**src/rtl/verificador_senha_pkg.sv**
```systemverilog
// rtl/verificador_senha_pkg.sv - shared types and nibble codes for the password checker
package verificador_senha_pkg;

  localparam int N_NIB = 20;

  // Nibble 0 is the most recently typed digit.
  typedef logic [N_NIB-1:0][3:0] senhaPac_t;

  localparam logic [3:0] NIB_VAZIO   = 4'hF;
  localparam logic [3:0] NIB_TIMEOUT = 4'hE;
  localparam logic [3:0] NIB_CFG     = 4'hB;

  typedef enum logic [1:0] {
    IDLE   = 2'd0,
    CHECK  = 2'd1,
    ABERTO = 2'd2,
    BLOQ   = 2'd3
  } verif_estado_t;

  function automatic logic todos_iguais(input senhaPac_t v, input logic [3:0] nib);
    return (v == {N_NIB{nib}});
  endfunction

endpackage

```
**src/rtl/verificador_senha_comparador.sv**
```systemverilog
// rtl/verificador_senha_comparador.sv - length/format check and slot match of a latched entry
module senha_comparador
  import verificador_senha_pkg::*;
#(
  parameter int N_SENHAS = 4,
  parameter int MIN_DIG  = 4,
  parameter int MAX_DIG  = 12
) (
  input  senhaPac_t                i_valor,
  input  senhaPac_t [N_SENHAS-1:0] i_senhas,
  input  logic      [N_SENHAS-1:0] i_ativas,
  output logic                     o_match,
  output logic                     o_malformado
);

  localparam logic [4:0] L_MIN = 5'(MIN_DIG);
  localparam logic [4:0] L_MAX = 5'(MAX_DIG);

  logic [4:0] w_len;
  logic       w_fim;
  logic       w_lixo;
  logic       w_igual;

  // Length is the first F position; any digit after it makes the entry malformed.
  always_comb begin
    w_len  = 5'(N_NIB);
    w_fim  = 1'b0;
    w_lixo = 1'b0;
    for (int i = 0; i < N_NIB; i++) begin
      if (i_valor[i] == NIB_VAZIO) begin
        if (!w_fim) w_len = 5'(i);
        w_fim = 1'b1;
      end else if (w_fim) begin
        w_lixo = 1'b1;
      end
    end
  end

  always_comb begin
    w_igual = 1'b0;
    for (int s = 0; s < N_SENHAS; s++) begin
      if (i_ativas[s] && (i_senhas[s] == i_valor)) w_igual = 1'b1;
    end
  end

  assign o_malformado = w_lixo | (w_len < L_MIN) | (w_len > L_MAX);
  assign o_match      = w_igual & ~o_malformado;

endmodule

```
**src/rtl/verificador_senha.sv**
```systemverilog
// rtl/verificador_senha.sv - password checker FSM with open window, failure count and lockout
module verificador_senha
  import verificador_senha_pkg::*;
#(
  parameter int N_SENHAS = 4,
  parameter int MIN_DIG  = 4,
  parameter int MAX_DIG  = 12,
  parameter int MAX_TENT = 3,
  parameter int T_ABERTO = 5000,
  parameter int T_BLOQ   = 30000
) (
  input  logic                              clk,
  input  logic                              rst,
  input  logic                              enable,
  input  senhaPac_t                         digitos_value,
  input  logic                              digitos_valid,
  input  senhaPac_t [N_SENHAS-1:0]          senhas,
  input  logic      [N_SENHAS-1:0]          senhas_ativas,
  output logic                              tranca_aberta,
  output logic                              bloqueado,
  output logic                              bip,
  output logic                              setup_req,
  output logic [$clog2(MAX_TENT+1)-1:0]     tentativas
);

  localparam int T_MAX = (T_BLOQ > T_ABERTO) ? T_BLOQ : T_ABERTO;
  localparam int TW    = $clog2(T_MAX + 1);
  localparam int CW    = $clog2(MAX_TENT + 1);
  localparam logic [CW-1:0] TENT_MAX = CW'(MAX_TENT);

  verif_estado_t r_estado;
  verif_estado_t w_prox;
  logic [TW-1:0] r_timer;
  senhaPac_t     r_latch;
  logic [CW-1:0] r_tent;
  logic          r_bip;
  logic          r_setup;

  logic          w_match;
  logic          w_malformado;
  logic          w_eh_cfg;
  logic          w_especial;
  logic [CW-1:0] w_tent_inc;

  senha_comparador #(
    .N_SENHAS (N_SENHAS),
    .MIN_DIG  (MIN_DIG),
    .MAX_DIG  (MAX_DIG)
  ) u_comp (
    .i_valor      (r_latch),
    .i_senhas     (senhas),
    .i_ativas     (senhas_ativas),
    .o_match      (w_match),
    .o_malformado (w_malformado)
  );

  assign w_eh_cfg   = todos_iguais(digitos_value, NIB_CFG);
  assign w_especial = w_eh_cfg | todos_iguais(digitos_value, NIB_TIMEOUT)
                    | todos_iguais(digitos_value, NIB_VAZIO);
  assign w_tent_inc = (r_tent == TENT_MAX) ? TENT_MAX : r_tent + CW'(1);

  always_ff @(posedge clk) begin
    if (rst || !enable) r_estado <= IDLE;
    else                r_estado <= w_prox;
  end

  always_comb begin
    w_prox = r_estado;
    case (r_estado)
      IDLE:    if (digitos_valid && !w_especial) w_prox = CHECK;
      CHECK:   if (w_match) w_prox = ABERTO;
               else if (w_tent_inc == TENT_MAX) w_prox = BLOQ;
               else w_prox = IDLE;
      ABERTO:  if (r_timer == '0) w_prox = IDLE;
      BLOQ:    if (r_timer == '0) w_prox = IDLE;
      default: w_prox = IDLE;
    endcase
  end

  // The failure count survives a lockout so the next miss relocks at once.
  always_ff @(posedge clk) begin
    if (rst || !enable) begin
      r_timer <= '0;
      r_latch <= {N_NIB{NIB_VAZIO}};
      r_tent  <= '0;
      r_bip   <= 1'b0;
      r_setup <= 1'b0;
    end else begin
      r_bip   <= 1'b0;
      r_setup <= 1'b0;
      case (r_estado)
        IDLE: begin
          if (digitos_valid && w_eh_cfg) r_setup <= 1'b1;
          if (digitos_valid && !w_especial) r_latch <= digitos_value;
        end
        CHECK: begin
          if (w_match) begin
            r_tent  <= '0;
            r_timer <= TW'(T_ABERTO - 1);
          end else begin
            r_bip  <= 1'b1;
            r_tent <= w_tent_inc;
            if (w_tent_inc == TENT_MAX) r_timer <= TW'(T_BLOQ - 1);
          end
        end
        ABERTO: begin
          if (digitos_valid && w_eh_cfg) r_setup <= 1'b1;
          if (r_timer != '0) r_timer <= r_timer - 1'b1;
        end
        BLOQ: begin
          if (r_timer != '0) r_timer <= r_timer - 1'b1;
        end
        default: ;
      endcase
    end
  end

  always_comb begin
    tranca_aberta = (r_estado == ABERTO);
    bloqueado     = (r_estado == BLOQ);
    bip           = r_bip;
    setup_req     = r_setup;
    tentativas    = r_tent;
  end

endmodule

```
**config.mk**
```make
export PLATFORM = sky130hd
export DESIGN_NAME = verificador_senha
export DESIGN_NICKNAME = d
export VERILOG_FILES = /design/src/rtl/verificador_senha_pkg.sv /design/src/rtl/verificador_senha_comparador.sv /design/src/rtl/verificador_senha.sv
export SDC_FILE = /design/constraint.sdc
export NUM_CORES = 1
export LEC_CHECK = 0
export CAP_MARGIN = 20
export CORE_AREA = 4 4 157 159
export CTS_BUF_LIST = sky130_fd_sc_hd__clkbuf_4
export DETAILED_ROUTE_END_ITERATION = 10
export DIE_AREA = 0 0 161 163
export GPL_ROUTABILITY_DRIVEN = 0
export PLACE_DENSITY = 0.75
export REMOVE_ABC_BUFFERS = 1
export SLEW_MARGIN = 5
export SYNTH_ARGS = -nofsm -noshare
export SYNTH_HDL_FRONTEND = slang
export SYNTH_SLANG_ARGS = --single-unit
```
**constraint.sdc**
```tcl
create_clock -name clk -period 4.7 [get_ports clk]
set_input_delay 0.94 -clock clk [delete_from_list [all_inputs] [get_ports clk]]
set_output_delay 0.94 -clock clk [all_outputs]
set_load 0.03 [all_outputs]
```
* Word level (Yosys, flattened, before mapping)
Index checks and enable logic that the tools add are counted.
** Cells by class
- Add/sub/neg operators :: 2
- Order comparisons :: 2
- Equal/unequal tests :: 36
- Multiplexer cells :: 113
- Bitwise gates (word level) :: 8
- Reduce and logical (&&, ||, !) cells :: 20
** Operators with widths (count)
- == test 80 bit :: 4
- == test 80 bit, second input constant :: 3
- two-way mux 5 bit :: 39
- == test 4 bit, second input constant :: 20
- two-way mux 1 bit :: 63
- two-way mux 15 bit :: 3
- case mux 15 bit (2 select lines) :: 1
- logical NOT 15 bit :: 1
- nonzero test 15 bit :: 1
- subtractor 15 x 1 -> 15 bit, second input constant :: 1
- two-way mux 2 bit :: 6
- == test 2 bit, second input constant :: 4
- OR reduction 2 bit :: 4
- logical AND 1 bit :: 6
- case mux 2 bit (3 select lines) :: 1
- > comparator 5 x 4 -> 1 bit, second input constant :: 1
- less-than comparator 5 x 3 -> 1 bit, second input constant :: 1
- inequality test 2 x 1 -> 1 bit, second input constant :: 2
- OR 1 bit :: 4
- AND reduction 2 bit :: 2
- inequality test 3 x 2 -> 1 bit, second input constant :: 1
- inverter 1 bit :: 3
- AND reduction 3 bit :: 1
- adder 2 x 1 -> 2 bit, second input constant :: 1
- 7 further kinds :: 8
** Word-level totals
- Register bits :: 101
- Input bits :: 408
- Output and inout port bits :: 6
- Logic and storage cells :: 206

* Logic depth before layout (Yosys ltp)
- Depth after elaboration :: 47
- Gate-level depth with buffers :: 11
- Depth with buffers taken out :: 10

* Hierarchy
A second synthesis with hierarchy kept.
** Unflattened totals
- Cell total of the unflattened synthesis :: 1166
- Area total of the unflattened synthesis :: 8687.1 µm²
** By module, submodules not included
- verificador_senha :: instances 1, cells each 538, area each 4404.2 µm², sequential area each 2021.9 µm²
- senha_comparador :: instances 1, cells each 628, area each 4282.9 µm², sequential area each 0.0 µm²

* Worst setup path after synthesis
Ideal clock, no wire load.
- Kind :: input -> register
- From :: input port senhas[55] (netlist bit)
- To :: register r_timer[11]
- Library setup time :: 121 ps
- Data arrival time :: 3481 ps
- Required time :: 4579 ps
- Setup slack :: 1098 ps
- Cell stages on the path :: 10
- Buffers on the path :: 1
- Cell sequence :: nor2b_1 -> a2111o_1 -> a2111oi_0 -> nand4_1 -> nor4_1 -> o31ai_2 -> or4_1 -> buf_2 -> a21oi_2 -> mux2_2
** Between the ends
- Longest elaborated chain between the ends :: 9
- Elaborated cells on any way between the ends :: 11
- Classes of those cells :: eq/ne: 2; mux: 6; bitwise: 1; reduce/logical: 2
** RTL lines
- from (decl) :: RTL line verificador_senha.sv:17 : input senhaPac_t [N_SENHAS-1:0] senhas,
- == test 80 bit * :: RTL line verificador_senha_comparador.sv:42 : if (i_ativas[s] && (i_senhas[s] == i_valor)) w_igual = 1'b1;
- logical AND 1 bit * :: RTL line verificador_senha_comparador.sv:42
- two-way mux 1 bit * (4 in series) :: RTL line verificador_senha_comparador.sv:42
- bitwise AND 1 bit * :: RTL line verificador_senha_comparador.sv:47 : assign o_match = w_igual & ~o_malformado;
- inequality test 3 x 2 -> 1 bit (no source line) or two-way mux 15 bit (tied branches)
- AND reduction 3 bit (no source line) or case mux 15 bit (2 select lines) (tied branches)
- to (signal assigned) :: RTL line verificador_senha.sv:99 : r_timer <= TW'(T_ABERTO - 1);
- to (signal assigned) :: RTL line verificador_senha.sv:103 : if (w_tent_inc == TENT_MAX) r_timer <= TW'(T_BLOQ - 1);
- to (signal assigned) :: RTL line verificador_senha.sv:108 : if (r_timer != '0) r_timer <= r_timer - 1'b1;
- to (decl) :: RTL line verificador_senha.sv:33 : logic [TW-1:0] r_timer;
Mark *: on every way between the ends. The rest lies on a longest branch, timed or not.
A chain may end at the register's enable or synchronous reset.

* Worst setup path after layout
- From :: input port senhas[23] (netlist bit)
- To :: register r_timer[11]
Same word-level chain as after synthesis.

==> flow_metrics.env <==
export IMPL_vias=11086
export IMPL_rows=56
export IMPL_r2r_setup_slack_ps=850
export IMPL_worstSkewPairLatency_ps=510
export IMPL_cap_viol_max_count=0
export IMPL_hold_buffers=0
export IMPL_hold_ws_ps=490
export IMPL_yosys_warnings=0
export IMPL_max_freq_ghz=0.251
export IMPL_grt_overflow=0
export IMPL_clk_path_buf_depth=2
export IMPL_ant_nets=0
export IMPL_crit_type="input pin to register"
export IMPL_cts_num_sinks=101
export IMPL_worstMarginPinSlew_ps=1110
export IMPL_worstPathMaxFanout=5
export IMPL_synth_cell_types=65
export IMPL_period_minus_slack_ps=3980
export IMPL_dp_hpwl_um=42400
export IMPL_numCtsBuffers=9
export IMPL_postCtsSetupBuffers=0
export IMPL_hold_viol_final=0
export IMPL_register_area_mm2=0.00202
export IMPL_outcome="finished, violations left"
export IMPL_die_area_mm2=0.0262
export IMPL_first_pass_iters=11
export IMPL_htreeDepth=3
export IMPL_cts_tree="yes"
export IMPL_crit_arrival_ps=4410
export IMPL_drive_gt1_frac=0.0461
export IMPL_multi_input_area_mm2=0.00626
export IMPL_ys_flop_type="dfxtp_1"
export IMPL_setup_viol=0
export IMPL_drcViolationCount=1
export IMPL_avgSynthCellArea_um2=7.84
export IMPL_track_usage=0.371
export IMPL_peakVddDrop_mv=0.158
export IMPL_synth_seq_cells=101
export IMPL_grt_pass1_wl_um=71000
export IMPL_totalPowerFinal_mw=2.40
export IMPL_die_x_um=161
export IMPL_min_to="r_timer[14]"
export IMPL_vias_per_cell=6.09
export IMPL_post_cts_resized=0
export IMPL_violations="design-rule violations"
export IMPL_maxSlewHeadroom=0.257
export IMPL_port_buffers=413
export IMPL_async_flop_share=0
export IMPL_n_fill_cell=2185
export IMPL_drt_wl_total_um=51200
export IMPL_grtUsageMet1=0.451
export IMPL_min_path_type="register to register"
export IMPL_finalCritPeriodShare=0.848
export IMPL_final_net_count=1901
export IMPL_r2r_start="r_latch[55]"
export IMPL_grt_pass1_vias=10834
export IMPL_clock_root_buffer="clkbuf_4"
export IMPL_drv_slew=0
export IMPL_fin_skew_ps=20.4
export IMPL_wl_per_cell_um=28.1
export IMPL_rsz0062_at_grt="no"
export IMPL_final_setup_worst_slack_ps=715
export IMPL_dieHeight_um=163
export IMPL_dp_slack_ps=180
export IMPL_synth_area_mm2=0.00882
export IMPL_dp_cells=1800
export IMPL_ioPinCount=414
export IMPL_endpoint_kind="register"
export IMPL_antenna_found_initial=9
export IMPL_reg2reg_to="r_timer[11]"
export IMPL_grt_met3_usage=0.0883
export IMPL_grt_max_degree=52
export IMPL_layout_area_overhead_vs_synth_pct=52.4
export IMPL_start_kind="input pin"
export IMPL_stdcell_count=1821
export IMPL_power_leakage_nw=4.85
export IMPL_power_density_mw_per_mm2=179
export IMPL_synth_edf_count=0
export IMPL_syn_inst=1125
export IMPL_ff2ff_path_depth=10
export IMPL_drt_iter0_drc=1455
export IMPL_cp_required_ps=5120
export IMPL_yosysSeqAreaShare=0.229
export IMPL_met2_usage=0.602
export IMPL_min_from="r_timer[14]"
export IMPL_busiest_layer="met2"
export IMPL_initial_core_util=0.379
export IMPL_coreArea_mm2=0.0233
export IMPL_clk_pin_slew_ps=180
export IMPL_holdPathStages=2
export IMPL_fin_util=0.578
-- cells in the mapped netlist (8+ instances only) --
library cell / instances / area, µm²
o2111ai_1: 15 / 131
xnor2_1: 109 / 955
inv_1: 43 / 161
nand2b_1: 53 / 332
dfxtp_1: 101 / 2020
nand4_1: 75 / 469
buf_2: 12 / 60.1
nor2_1: 31 / 116
nor3_1: 32 / 160
o21ai_0: 13 / 65.1
a21oi_1: 10 / 50.1
nor2b_1: 22 / 138
a31oi_1: 8 / 50.1
o22ai_1: 14 / 87.6
mux2i_1: 55 / 551
nand3_1: 24 / 120
nand2_1: 110 / 413
nor4_1: 61 / 382
o211ai_1: 29 / 218
clkbuf_1: 68 / 255
xor2_1: 130 / 1140
-- per-layer routing --
layer  up-vias  part of all wire
met5         -           0.00088
met4         6             0.070
met3       238              0.12
met2       900              0.45
met1      5171              0.36
li1       4771                 -
-- worst max-delay path, stage by stage --
cell and delay (ps):
clkdlybuf4s50_1 420, nor2b_1 140, a2111o_1 380, a2111oi_0 640, nand4bb_1 240, nor4_1 240, buf_4 160, o31ai_2 70
or4_1 620, a21oi_2 210, mux2_2 340
-- cells by family (layout without fill, tap and decap cells) --
group / after synthesis / after routing / synth area share
other: 0 / 6 / 0
adder cells (fa/ha/maj): 1 / 1 / 0.00142
AO/OA/AOI/OAI: 148 / 148 / 0.129
XOR/XNOR: 239 / 239 / 0.237
flip-flops: 101 / 101 / 0.229
AND/OR/NAND/NOR: 442 / 442 / 0.275
multiplexers: 58 / 58 / 0.0663
buffers and inverters: 136 / 507 / 0.0615
-- layout make-up --
type	count	share of cell area
flip-flops and latches	101	0.150
inverters	46	0.0128
well taps	319	0.0297
multi-input cells	888	0.466
clock inverters	5	0.00624
diodes	6	0.00112
repair buffers	446	0.328
clock buffers	10	0.00559
-- through the flow --
step | area [µm²] | setup TNS [ps]
3_5_place_dp | 13300 | 0
5_1_grt | 13400 | 0
6_report | 13400 | 0
4_1_cts | 13400 | 0
3_3_place_gp | 13300 | 0
2_1_floorplan | 8450 | -426840
-- how the worst max path moves through the flow --
stage | startpoint | to | slack [ps] | cells past startpoint
floorplan | digitos_value[52] | r_latch[0] | -5400 | 9
global placement | senhas[214] | r_timer[6] | 230 | 11
detailed placement | senhas[214] | r_timer[11] | 180 | 11
CTS | senhas[214] | r_timer[11] | 720 | 11
global route | senhas[214] | r_timer[11] | 610 | 11
finish | senhas[23] | r_timer[11] | 720 | 11
-- report_power, final --
group	leakage, nW	internal [mW]	switching [mW]	total, mW
clock network	0.0791	0.220	0.337	0.557
logic	3.95	0.503	0.354	0.857
registers	0.825	0.883	0.103	0.986
total	4.85	1.61	0.794	2.40
-- state kept, by name, summed over array words and instances, names as in the netlist --
signal,cells
r_estado,2
setup_req,1
tentativas,2
r_timer,15
bip,1
r_latch,80
-- layout by cell type (no fill, tap or decap), types with 43 or more instances in the layout --
cell type,Yosys,final
nor4_1,61,61
dfxtp_1,101,101
xor2_1,130,130
xnor2_1,109,109
nand4_1,75,75
inv_1,43,43
nand2b_1,53,53
nand2_1,110,110
clkdlybuf4s50_1,0,413
mux2i_1,55,55
Note: power is estimated with default switching activity, not from simulation.
